## config.mk

```make
export PLATFORM = sky130hd
export DESIGN_NAME = pc_fetch_sequencer
export DESIGN_NICKNAME = d
export VERILOG_FILES = /design/src/rtl/pc_fetch_sequencer.sv
export SDC_FILE = /design/constraint.sdc
export NUM_CORES = 1
export LEC_CHECK = 0
export CORE_AREA = 2 2 124 126
export DETAILED_ROUTE_END_ITERATION = 10
export DIE_AREA = 0 0 126 128
export DONT_BUFFER_PORTS = 1
export SYNTH_ARGS = -nofsm -noshare
export SYNTH_HDL_FRONTEND = slang
export SYNTH_SLANG_ARGS = --single-unit
```

## constraint.sdc

```tcl
create_clock -name clk -period 5.24 [get_ports clk]
set_input_delay 1.572 -clock clk [delete_from_list [all_inputs] [get_ports clk]]
set_output_delay 1.572 -clock clk [all_outputs]
set_load 0.02 [all_outputs]
```

## src/rtl/pc_fetch_sequencer.sv

```systemverilog
// Instruction-fetch sequencer around the fetch PC of the MIPS core.
// Issues req/ack reads to instruction memory, buffers one instruction for
// decode with stall back-pressure, and applies exception / branch / jump
// redirects. A read already on the bus when a redirect arrives cannot be
// abandoned, so it is completed in DRAIN and its data thrown away.
module pc_fetch_sequencer #(
    parameter logic [31:0] RESET_VECTOR = 32'h0000_0000,
    parameter logic [31:0] EXC_VECTOR   = 32'h0000_0080
) (
    input  logic        clk,
    input  logic        rst,
    output logic        imem_req,
    output logic [31:0] imem_addr,
    input  logic        imem_ack,
    input  logic [31:0] imem_rdata,
    output logic        instr_valid,
    output logic [31:0] instr,
    output logic [31:0] instr_pc,
    input  logic        stall,
    input  logic        redirect_valid,
    input  logic [31:0] redirect_pc,
    input  logic        exc,
    output logic [31:0] pc_o,
    output logic        misalign_err
);

    typedef enum logic [1:0] {
        IDLE  = 2'd0,
        FETCH = 2'd1,
        HAVE  = 2'd2,
        DRAIN = 2'd3
    } state_t;

    state_t      state_q, state_d;
    logic [31:0] pc_q, pc_d;
    logic [31:0] addr_q, addr_d;
    logic [31:0] instr_q, instr_d;
    logic [31:0] ipc_q, ipc_d;
    logic        valid_q, valid_d;
    logic        req_q, req_d;
    logic        misalign_q;

    logic        redir_s;
    logic        misalign_s;
    logic [31:0] target_s;

    // Redirect decode: exception beats a misaligned target, which beats a plain redirect.
    always_comb begin
        redir_s    = exc | redirect_valid;
        misalign_s = ~exc & redirect_valid & (redirect_pc[1:0] != 2'b00);
        if (exc || misalign_s) begin
            target_s = EXC_VECTOR;
        end else begin
            target_s = redirect_pc;
        end
    end

    // Next-state logic for the fetch FSM, PC and the decode buffer.
    always_comb begin
        state_d = state_q;
        pc_d    = pc_q;
        instr_d = instr_q;
        ipc_d   = ipc_q;
        valid_d = valid_q;
        case (state_q)
            IDLE: begin
                state_d = FETCH;
                if (redir_s) begin
                    pc_d = target_s;
                end else begin
                    pc_d = pc_q;
                end
            end
            FETCH: begin
                if (redir_s) begin
                    // A completing read is simply dropped; a pending one must drain.
                    pc_d = target_s;
                    if (imem_ack) begin
                        state_d = FETCH;
                    end else begin
                        state_d = DRAIN;
                    end
                end else if (imem_ack) begin
                    instr_d = imem_rdata;
                    ipc_d   = pc_q;
                    valid_d = 1'b1;
                    pc_d    = pc_q + 32'd4;
                    state_d = HAVE;
                end else begin
                    state_d = FETCH;
                end
            end
            HAVE: begin
                if (redir_s) begin
                    // Flush the buffered instruction even if decode is stalled.
                    valid_d = 1'b0;
                    pc_d    = target_s;
                    state_d = FETCH;
                end else if (!stall) begin
                    valid_d = 1'b0;
                    state_d = FETCH;
                end else begin
                    state_d = HAVE;
                end
            end
            DRAIN: begin
                if (redir_s) begin
                    pc_d = target_s;
                end else begin
                    pc_d = pc_q;
                end
                if (imem_ack) begin
                    state_d = FETCH;
                end else begin
                    state_d = DRAIN;
                end
            end
            default: begin
                state_d = IDLE;
                valid_d = 1'b0;
            end
        endcase
    end

    // Bus address follows the new PC when a fetch starts and is frozen otherwise (DRAIN keeps the old one).
    always_comb begin
        if (state_d == FETCH) begin
            addr_d = pc_d;
        end else begin
            addr_d = addr_q;
        end
        req_d = (state_d == FETCH) || (state_d == DRAIN);
    end

    // State and output registers; reset drops any outstanding memory request.
    always_ff @(posedge clk or negedge rst) begin
        if (!rst) begin
            state_q    <= IDLE;
            pc_q       <= RESET_VECTOR;
            addr_q     <= RESET_VECTOR;
            req_q      <= 1'b0;
            instr_q    <= 32'h0000_0000;
            ipc_q      <= 32'h0000_0000;
            valid_q    <= 1'b0;
            misalign_q <= 1'b0;
        end else begin
            state_q    <= state_d;
            pc_q       <= pc_d;
            addr_q     <= addr_d;
            req_q      <= req_d;
            instr_q    <= instr_d;
            ipc_q      <= ipc_d;
            valid_q    <= valid_d;
            misalign_q <= misalign_s;
        end
    end

    assign imem_req     = req_q;
    assign imem_addr    = addr_q;
    assign instr_valid  = valid_q;
    assign instr        = instr_q;
    assign instr_pc     = ipc_q;
    assign pc_o         = pc_q;
    assign misalign_err = misalign_q;

endmodule

```

==> metrics.md, run 1 <==
| Metric | Value |
|---|---|
| Layout Skew | around 0.0087 ns |
| Most used DFF post-synth | dfrtp_1 |
| Die width | roughly 130 microns |
| Clock Latency Late Sink | approximately 0.42 ns |
| CTS tree | yes |
| Die H | 128 microns |
| Number of buffers added on ports | 0 |
| # rows | 45 |
| Die area | 16100 sq um |
| Critical path data arrival time | 3.50 ns |
| Leakage | 3.07 nW |
| Net Count, Synth | 661 |
| Layout cell share with drive strength beyond 1 | between 10% and 20% |
| Post-Syn Area per Cell | between 9 and 10 sq um |
| Sequential area share after synthesis | between 50% and 60% |
| Core footprint | around 15000 sq um |
| Antenna cells | 0 |
| Final period util | between 60 and 70% |
| First-pass GRT wire length | 24.5 mm |
| Flops & latches, synth | between 100 and 150 |
| Clk slew on worst S/H paths | ~0.050 ns |
| Vias post-DR | 4250 |
| Area delta synth->final | 12.7% |
| Drt wl/cell | about 20 microns |
| Fin. Hold Viols | 0 |
| Yosys top cell area share | between 50 and 60% |
| Fmax | between 0.3 and 0.4 GHz |
| Largest net degree at the start of global routing | 134 |
| CP Capture Type | register |
| Final HPWL DP | approximately 11 mm |
| Worst setup SP type | input port |
| Post-synth EDFFs | 0 |
| Root buf cell | clkbuf_16 |
| Max IR drop VDD | 0.222 mV |
| Worst setup margin | roughly 2.0 ns |
| CP max FO | 34 |
| Status | finished, final reports clean |
| Worst min-delay path category | register to register |
| Clk sinks | 133 |
| RSZ-0062 raised after global routing | false |
| Critical path class | input port to register |
| Cell area after synthesis | ~5800 sq um |
| WHS | 0.624 ns |
| Cells after Synth | 590 |
| WL final | 15.9 mm |
| I/O pins | 201 |
| Setup_tns | 0 ns |
| Crit path time final | roughly 3.2 ns |
| Final setup viols | 0 |
| CTS Hold Buffers Added | 0 |
| Initial Utilization | between 30% and 40% |
| CTS max path bufs | 2 |
| Final ANT Viol Nets | 0 |
| Routability congestion estimate | approximately 0.81 |
| Normalized max-slew margin | 36.8% |
| # nets final | 655 |
| FFs w/ async S/R, synth | between 90% and 100% |
| H-tree depth | 4 |
| Post_cts resized | 0 |
| DR pass1 iterations | 4 |
| Pre-CTS WS | around 1.6 ns |
| Total CTS buffers | 17 |
| Total gr overflow | 0 |
| Vias in the first global route | ~4200 |
| Ys Warns | 0 |
| Starting DRC count in detailed routing | 270 |
| Pins Over Slew Limit | 0 |
| Fillers | about 1400 |
| Gr usage total | roughly a fifth |
| PwrDens | around 400 nW/um^2 |
| Distinct cells, synth | 53 |
| Initial antenna violation count | 0 |
| Vias/cell | 5.43 |
| Number of remaining DRC errors | 0 |
| Post-synth top area cell | dfrtp_1 |
| Top post-synthesis cells by area | dfrtp_1 57%, nand2_1 15%, mux2_2 4.4%, xnor2_1 2.4%, o21ai_0 1.7% |
| Worst Path Required | between 5 and 6 ns |
| Max cap viols | 0 |
| Post-CTS setup buffer count | 0 |
| Slew @ Worst Pin | roughly 0.95 ns |
[metal layers]
layer / vias to the layer above / global-route usage (%) / part of all wire, %
li1: 1968 / - / -
met1: 2113 / 23.7 / 39
met2: 154 / 32.1 / 50
met3: 15 / 8.26 / 9.4
met4: 0 / 7.50 / 1.6
met5: - / 0 / 0
[sequential cells by signal, indices dropped and copies added, names as in the netlist]
register      cells
imem_addr        32
imem_req          1
instr            32
instr_pc         32
instr_valid       1
misalign_err      1
pc_o             32
state_q           2
[layout by cell type, fill, tap and decap left out, types with 9 or more instances in the layout]
cell type,count
nand2_1,237
dfrtp_1,133
mux2_2,23
o21ai_0,20
clkbuf_16,17
xnor2_1,16
nor2_1,12
nand3_1,9
o21ai_1,9
[Yosys cell counts (2+ instances only)]
cell and count:
a21oi_1 2, a221o_1 4, a22o_1 4, a32oi_1 3, and2_1 2, buf_2 9
clkbuf_1 22, dfrtp_1 133, inv_1 5, mux2_2 23, mux2i_1 2, nand2_1 238
nand3_1 9, nand3_2 2, nand4_1 7, nand4b_1 2, nor2_1 13, nor2b_1 3
nor3_1 5, nor4_1 6, nor4_2 7, o211ai_1 2, o21ai_0 20, o21ai_1 9
o221ai_1 3, o221ai_2 2, or2_1 2, or3_1 3, or4_1 4, or4_4 2
xnor2_1 16, xor2_1 5
[critical path, cell delays in order]
cell,delay [ns]
or4b_1,0.51
o21ai_0,0.09
a21o_2,0.62
buf_4,0.33
mux2_2,0.35
[power breakdown]
group / internal (mW) / switching (mW) / total [mW]
clock network: 0.734 / 0.409 / 1.14
registers: 1.12 / 0.208 / 1.33
logic: 0.0620 / 0.0913 / 0.153
[final timing paths]
path / start / to / slack [ns] / cells past startpoint
min: instr_pc[24] / instr_pc[24] / 0.62 / 2
max reg2reg: pc_o[8] / imem_addr[19] / 2.34 / 5
min reg2reg: instr_pc[24] / instr_pc[24] / 0.62 / 2
max in group asynchronous: rst / instr_pc[29] / 4.24 / 0
min in group asynchronous: rst / pc_o[10] / 0.85 / 0
max: redirect_valid / imem_addr[20] / 2.03 / 5
[cell families after synthesis]
kind of cell | count (synthesis) | synth area share, %
mux | 25 | 4.79
buf+inv | 37 | 2.71
flops | 133 | 57.1
compound gates | 56 | 6.53
xor+xnor | 21 | 3.16
simple gates | 317 | 25.5
fa+ha+maj | 1 | 0.215
[final cells by class]
| type | count | area [sq um] | area share, % |
|---|---|---|---|
| flip-flops and latches | 133 | 3330 | 50.7 |
| multi-input cells | 420 | 2360 | 35.9 |
| clock buffers | 27 | 533 | 8.12 |
| well taps | 188 | 235 | 3.58 |
| repair buffers | 7 | 52.6 | 0.800 |
| clock inverters | 3 | 40.0 | 0.610 |
| inverters | 5 | 18.8 | 0.286 |
[stage by stage]
stage / cell area [sq um] / cells / total power, mW / util, %
final: 6570 / 783 / 2.63 / 44.2
after global routing: 6570 / 783 / 2.73 / 44.2
after CTS: 6570 / 783 / 2.66 / 44.2
after detailed placement: 5990 / 753 / 1.51 / 40.3
after global placement: 5990 / 753 / 1.49 / 40.3
after floorplan: 5820 / 590 / 1.44 / -
Power figures use the tool's default switching activity.
==> run 2: changes to the inputs <==
==> constraint.sdc (replaced) <==
create_clock -name clk -period 2.8 [get_ports clk]
set_input_delay 0.84 -clock clk [delete_from_list [all_inputs] [get_ports clk]]
set_output_delay 0.84 -clock clk [all_outputs]
set_load 0.02 [all_outputs]
==> run 2 against run 1 <==
  * Non-clock buffer count grew 21
  * First-iteration DRC count shrank 20%
  * Critical endpoint is now imem_addr[26]
  * Register-to-register slack lost 1.9 ns
  * Flip-flop and latch count is the same
==> metrics.md, run 2 (synthesis results as in run 1) <==
| Metric | Value |
|---|---|
| Number of remaining DRC errors | 0 |
| Core footprint | 14900 sq um |
| Status | finished, final reports clean |
| FF-to-FF path depth | 5 |
| RSZ-0062 raised after global routing | false |
| First-pass GRT wire length | 25.2 mm |
| Final setup viols | 0 |
| Setup_tns | 0 ns |
| Post-CTS setup buffer count | 0 |
| CTS Hold Buffers Added | 0 |
| CTS tree | yes |
| Root buf cell | clkbuf_16 |
| CTS max path bufs | 2 |
| CP Depth | 5 |
| Crit path max-delay family | simple AND/OR/NAND/NOR gates |
| Crit path time final | 2.35 ns |
| Largest net degree at the start of global routing | about 130 |
| End of the critical path | imem_addr[26] |
| Pre-CTS WS | around 0.3 ns |
| PwrDens | around 780 nW/um^2 |
| WP buf/inv | 0 |
| Gr usage total | 20.4% |
| DR pass1 iterations | 4 |
| Routability congestion estimate | ~0.83 |
| Commonest cells after routing, fill and taps aside | 237 x nand2_1, 133 x dfrtp_1, 27 x buf_4, 23 x mux2_2, 20 x o21ai_0 |
| Crit path from | pc_o[17] |
| I/O pins | between 200 and 250 |
| H-tree depth | 4 |
| Fin. Hold Viols | 0 |
| RR Startpoint | pc_o[17] |
| CP Capture Type | register |
| Layout Skew | between 0.008 and 0.009 ns |
| Clk sinks | around 130 |
| Fillers | 1400 |
| Fmax | around 0.42 GHz |
| Die width | between 100 and 150 microns |
| Pins Over Slew Limit | 0 |
| Vias post-DR | approximately 4400 |
| Clock Latency Late Sink | 0.42 ns |
| Worst setup margin | 0.447 ns |
| Die area | approximately 16000 sq um |
| Worst path max stage delay | about 0.7 ns |
| Worst r2r dst | imem_addr[26] |
| Initial Utilization | 39.2% |
| Final ANT Viol Nets | 0 |
| Layout cell share with drive strength beyond 1 | about 17% |
| Post_cts resized | 0 |
| Total CTS buffers | 17 |
| Total gr overflow | 0 |
| Commonest non-fill, non-tap cell in the layout | nand2_1 |
| Normalized max-slew margin | between 50% and 60% |
| Worst setup SP type | register |
| Vias in the first global route | between 4000 and 5000 |
| Clk slew on worst S/H paths | roughly 0.060 ns |
| Initial antenna violation count | 0 |
| R2R setup slack | around 0.45 ns |
| Final period util | a little over four fifths |
| # nets final | about 680 |
| Max IR drop VDD | 0.507 mV |
| Slew @ Worst Pin | ~0.68 ns |
| Critical path data arrival time | between 2 and 3 ns |
| Die H | around 130 microns |
| Vias/cell | roughly 5.4 |
| Max cap viols | 0 |
| Critical path class | register to register |
| Worst Path Required | around 3.1 ns |
| Final HPWL DP | about 12 mm |
| CP max FO | 9 |
| Area delta synth->final | 17.3% |
| Leakage | 3.23 nW |
| Drt wl/cell | 20.0 microns |
| Critical-path top delay cell | or4_4 |
| Cell Chain, Critical Path | nand3_2, or4_4, nor4_2, xor2_1, a221o_1 |
| WL final | between 15 and 20 mm |
| Worst min-delay path category | input port to asynchronous set/reset pin |
| Starting DRC count in detailed routing | roughly 220 |
| # rows | between 40 and 50 |
| Number of buffers added on ports | 0 |
| Antenna cells | 0 |
==> run 2: cell count changes in the layout (fill, tap and decap cells not counted), sizes merged <==
cell | previous run | this run
clkinv | 2 | 4
bufinv | 1 | 5
buf | 7 | 28
clkbuf | 27 | 23
==> run 2: power by group <==
part	internal, mW	switching (mW)	leakage (nW)
clock network	1.69	0.801	0.333
logic	0.136	0.192	1.13
registers	2.10	0.374	1.77
total	3.93	1.37	3.23
==> run 2: worst min path at each step <==
| stage | endpoint | slack (ns) | cells after the start |
|---|---|---|---|
| after CTS | imem_addr[6] | 0.09 | 0 |
| final | pc_o[10] | 0.12 | 0 |
| after global placement | instr_pc[10] | 0.55 | 0 |
| after detailed placement | instr_pc[10] | 0.55 | 0 |
| after floorplan | imem_addr[0] | 0.54 | 0 |
| after global routing | pc_o[10] | 0.1 | 0 |
==> run 2: through the flow <==
| stage | power [mW] | instance area [sq um] | cells | util (%) | hold slack, ns |
|---|---|---|---|---|---|
| 3_5_place_dp | 2.84 | 6160 | 774 | 41.5 | 0.546 |
| 3_3_place_gp | 2.82 | 6160 | 774 | 41.5 | 0.551 |
| 4_1_cts | 5.36 | 6830 | 806 | 46.0 | 0.0882 |
| 6_report | 5.30 | 6830 | 806 | 46.0 | 0.121 |
| 5_1_grt | 5.49 | 6830 | 806 | 46.0 | 0.0955 |
| 2_1_floorplan | 2.70 | 5820 | 590 | - | 0.544 |
==> run 2: layer usage <==
| layer | share of wire, % | GRT usage, % | wire (microns) |
|---|---|---|---|
| met3 | 8.4 | 7.80 | 1360 |
| met1 | 40 | 24.6 | 6470 |
| met4 | 1.8 | 7.43 | 288 |
| met5 | 0 | 0 | 0 |
| met2 | 50 | 33.4 | 8040 |
==> run 2: area by class of cell <==
cell class	instances	area, sq um	share of cell area (%)
well taps	188	235	3.44
clock buffers	23	498	7.29
clock inverters	9	170	2.49
inverters	5	18.8	0.275
repair buffers	28	223	3.26
flip-flops and latches	133	3330	48.7
multi-input cells	420	2360	34.5
==> run 2: worst register-to-register path, stage by stage, from the launching register on <==
cell and delay [ns]:
dfrtp_1 0.62, nand3_2 0.21, or4_4 0.68, nor4_2 0.29
xor2_1 0.14, a221o_1 0.30
==> run 3: changes to the inputs <==
==> constraint.sdc (replaced) <==
create_clock -name clk -period 2.2 [get_ports clk]
set_input_delay 0.66 -clock clk [delete_from_list [all_inputs] [get_ports clk]]
set_output_delay 0.66 -clock clk [all_outputs]
set_load 0.02 [all_outputs]
==> run 3 against run 2 <==
  * The run now ends with negative hold slack left
  * Non-clock buffer count is 16 higher
  * Clock power grew 19%
  * Critical path type unchanged
  * Final cell count rose by 2.0%
  * Sequential share of layout area is 1.0 points lower
  * Total power grew 24%
  * Sequential power is 26% higher
  * Maximum frequency rose by 14%
  * Wire length down 1.6%
  * Largest power group is now sequential cells
  * Core utilization grew 1.0 points
  * First-iteration DRC count rose by 15%
==> metrics.md, run 3 (synthesis results as in run 1) <==
| Metric | Value |
|---|---|
| CP Capture Type | register |
| H-tree depth | 4 |
| Worst setup margin | between 0.1 and 0.15 ns |
| Post_cts resized | 0 |
| Crit path time final | around 2.1 ns |
| Leakage | 3.30 nW |
| Vias/cell | about 5.3 |
| CTS max path bufs | 2 |
| Core footprint | 14900 sq um |
| I/O pins | about 200 |
| Area delta synth->final | 19.8% |
| Gr usage total | between 20% and 30% |
| Top Layer Used | met4 |
| Worst setup SP type | register |
| Post-Layout Cell Count | between 800 and 900 |
| M1 wire length | ~6.5 mm |
| Vias in the first global route | between 4000 and 5000 |
| Pre-CTS WS | 0.00609 ns |
| CP max FO | 4 |
| R2R setup slack | roughly 0.14 ns |
| Largest net degree at the start of global routing | ~130 |
| Fillers | 1384 |
| Met2 WL | just under 8 mm |
| Commonest cells after routing, fill and taps aside | 237 x nand2_1, 133 x dfrtp_1, 38 x buf_4, 23 x mux2_2, 20 x o21ai_0 |
| Vias post-DR | roughly 4400 |
| Layout cell share with drive strength beyond 1 | 19.1% |
| Fin. Hold Viols | between 100 and 150 |
| Total CTS buffers | 17 |
| Max IR drop VDD | 0.535 mV |
| WHS | -0.0531 ns |
| Clk sinks | 133 |
| Die width | about 130 microns |
| PwrDens | ~940 nW/um^2 |
| Normalized max-slew margin | between 60% and 70% |
| Final ANT Viol Nets | 0 |
| Final period util | 93.8% |
| Clk slew on worst S/H paths | roughly 0.06 ns |
| # nets final | roughly 700 |
| Die area | ~16000 sq um |
| Antenna cells | 0 |
| Final HPWL DP | 11.6 mm |
| Total gr overflow | 0 |
| Slew @ Worst Pin | between 0.4 and 0.5 ns |
| Initial antenna violation count | 0 |
| Setup_tns | 0 ns |
| WL final | 15.9 mm |
| Root buf cell | clkbuf_16 |
| Pins Over Slew Limit | 0 |
| Cells after DPL | about 790 |
| Commonest non-fill, non-tap cell in the layout | nand2_1 |
| Die H | between 100 and 150 microns |
| Layout Skew | about 0.0060 ns |
| DR pass1 iterations | 4 |
| Number of remaining DRC errors | 0 |
| Worst Path Required | 2.50 ns |
| Routability congestion estimate | approximately 0.85 |
| Final setup viols | 0 |
| Status | finished with violations |
| CTS tree | yes |
| Critical path class | register to register |
| Failing checks | negative hold slack |
| Critical path data arrival time | between 2 and 2.5 ns |
| # rows | 45 |
| Max cap viols | 0 |
| Met3 WL | between 1 and 1.5 mm |
| Fmax | 0.484 GHz |
| Drt wl/cell | between 15 and 20 microns |
| Worst min-delay path category | input port to asynchronous set/reset pin |
| Number of buffers added on ports | 0 |
| RSZ-0062 raised after global routing | false |
| Initial Utilization | between 30% and 40% |
| First-pass GRT wire length | ~25 mm |
| Starting DRC count in detailed routing | 250 |
| Clock Latency Late Sink | 0.41 ns |
[run 3: changes by cell type in the layout (fill, tap and decap cells not counted), sizes merged]
cell	delta
inv	+1
clkbuf	-2
clkinv	-1
buf	+16
clkinvlp	+4
bufinv	-2
[run 3: worst paths after layout]
check	startpoint	endpoint	cells after the start
worst max register to register	pc_o[2]	imem_addr[18]	7
worst min register to register	instr_pc[31]	instr_pc[31]	2
min in group clk	exc	misalign_err	1
worst max-delay path	pc_o[2]	imem_addr[18]	7
worst min-delay path	rst	instr_pc[25]	0
max in group asynchronous	rst	instr[26]	0
[run 3: area by class of cell]
type / count / area (sq um) / area share, %
Multi-Input combinational cell: 420 / 2360 / 33.9
Clock inverter: 11 / 148 / 2.12
Tap cell: 188 / 235 / 3.37
Sequential cell: 133 / 3330 / 47.7
Inverter: 5 / 18.8 / 0.269
Clock buffer: 21 / 480 / 6.88
Timing Repair Buffer: 44 / 405 / 5.81
[run 3: worst max-delay path, stage by stage (launching register included)]
cell and delay (ns):
dfrtp_1 0.35, ha_1 0.23, buf_4 0.16, nand4_1 0.12
nor4_2 0.36, a31oi_1 0.16, a211o_1 0.31, mux2_2 0.26
[run 3: per-layer routing]
| layer | vias up | track usage, % |
|---|---|---|
| li1 | 2047 | - |
| met1 | 2160 | 24.5 |
| met2 | 165 | 32.0 |
| met3 | 17 | 8.31 |
| met4 | 0 | 7.76 |
| met5 | - | 0 |
[run 3: power by group]
part / total (mW) / internal [mW] / switching [mW]
clock: 2.96 / 1.90 / 1.06
sequential: 3.13 / 2.68 / 0.456
combinational: 0.460 / 0.197 / 0.263
[run 3: through the flow]
step / total power [mW] / cell area [sq um] / util, %
floorplan: 3.44 / 5840 / -
global placement: 3.62 / 6340 / 42.6
detailed placement: 3.65 / 6340 / 42.6
CTS: 6.64 / 6970 / 46.9
global route: 6.82 / 6980 / 47.0
finish: 6.55 / 6980 / 47.0
[run 3: timing repair]
item / 4_1_cts / 5_1_grt
endpoints found under the setup margin: 0 / 1
buffers inserted: 0 / 2
hold endpoints to repair: 133 / 133
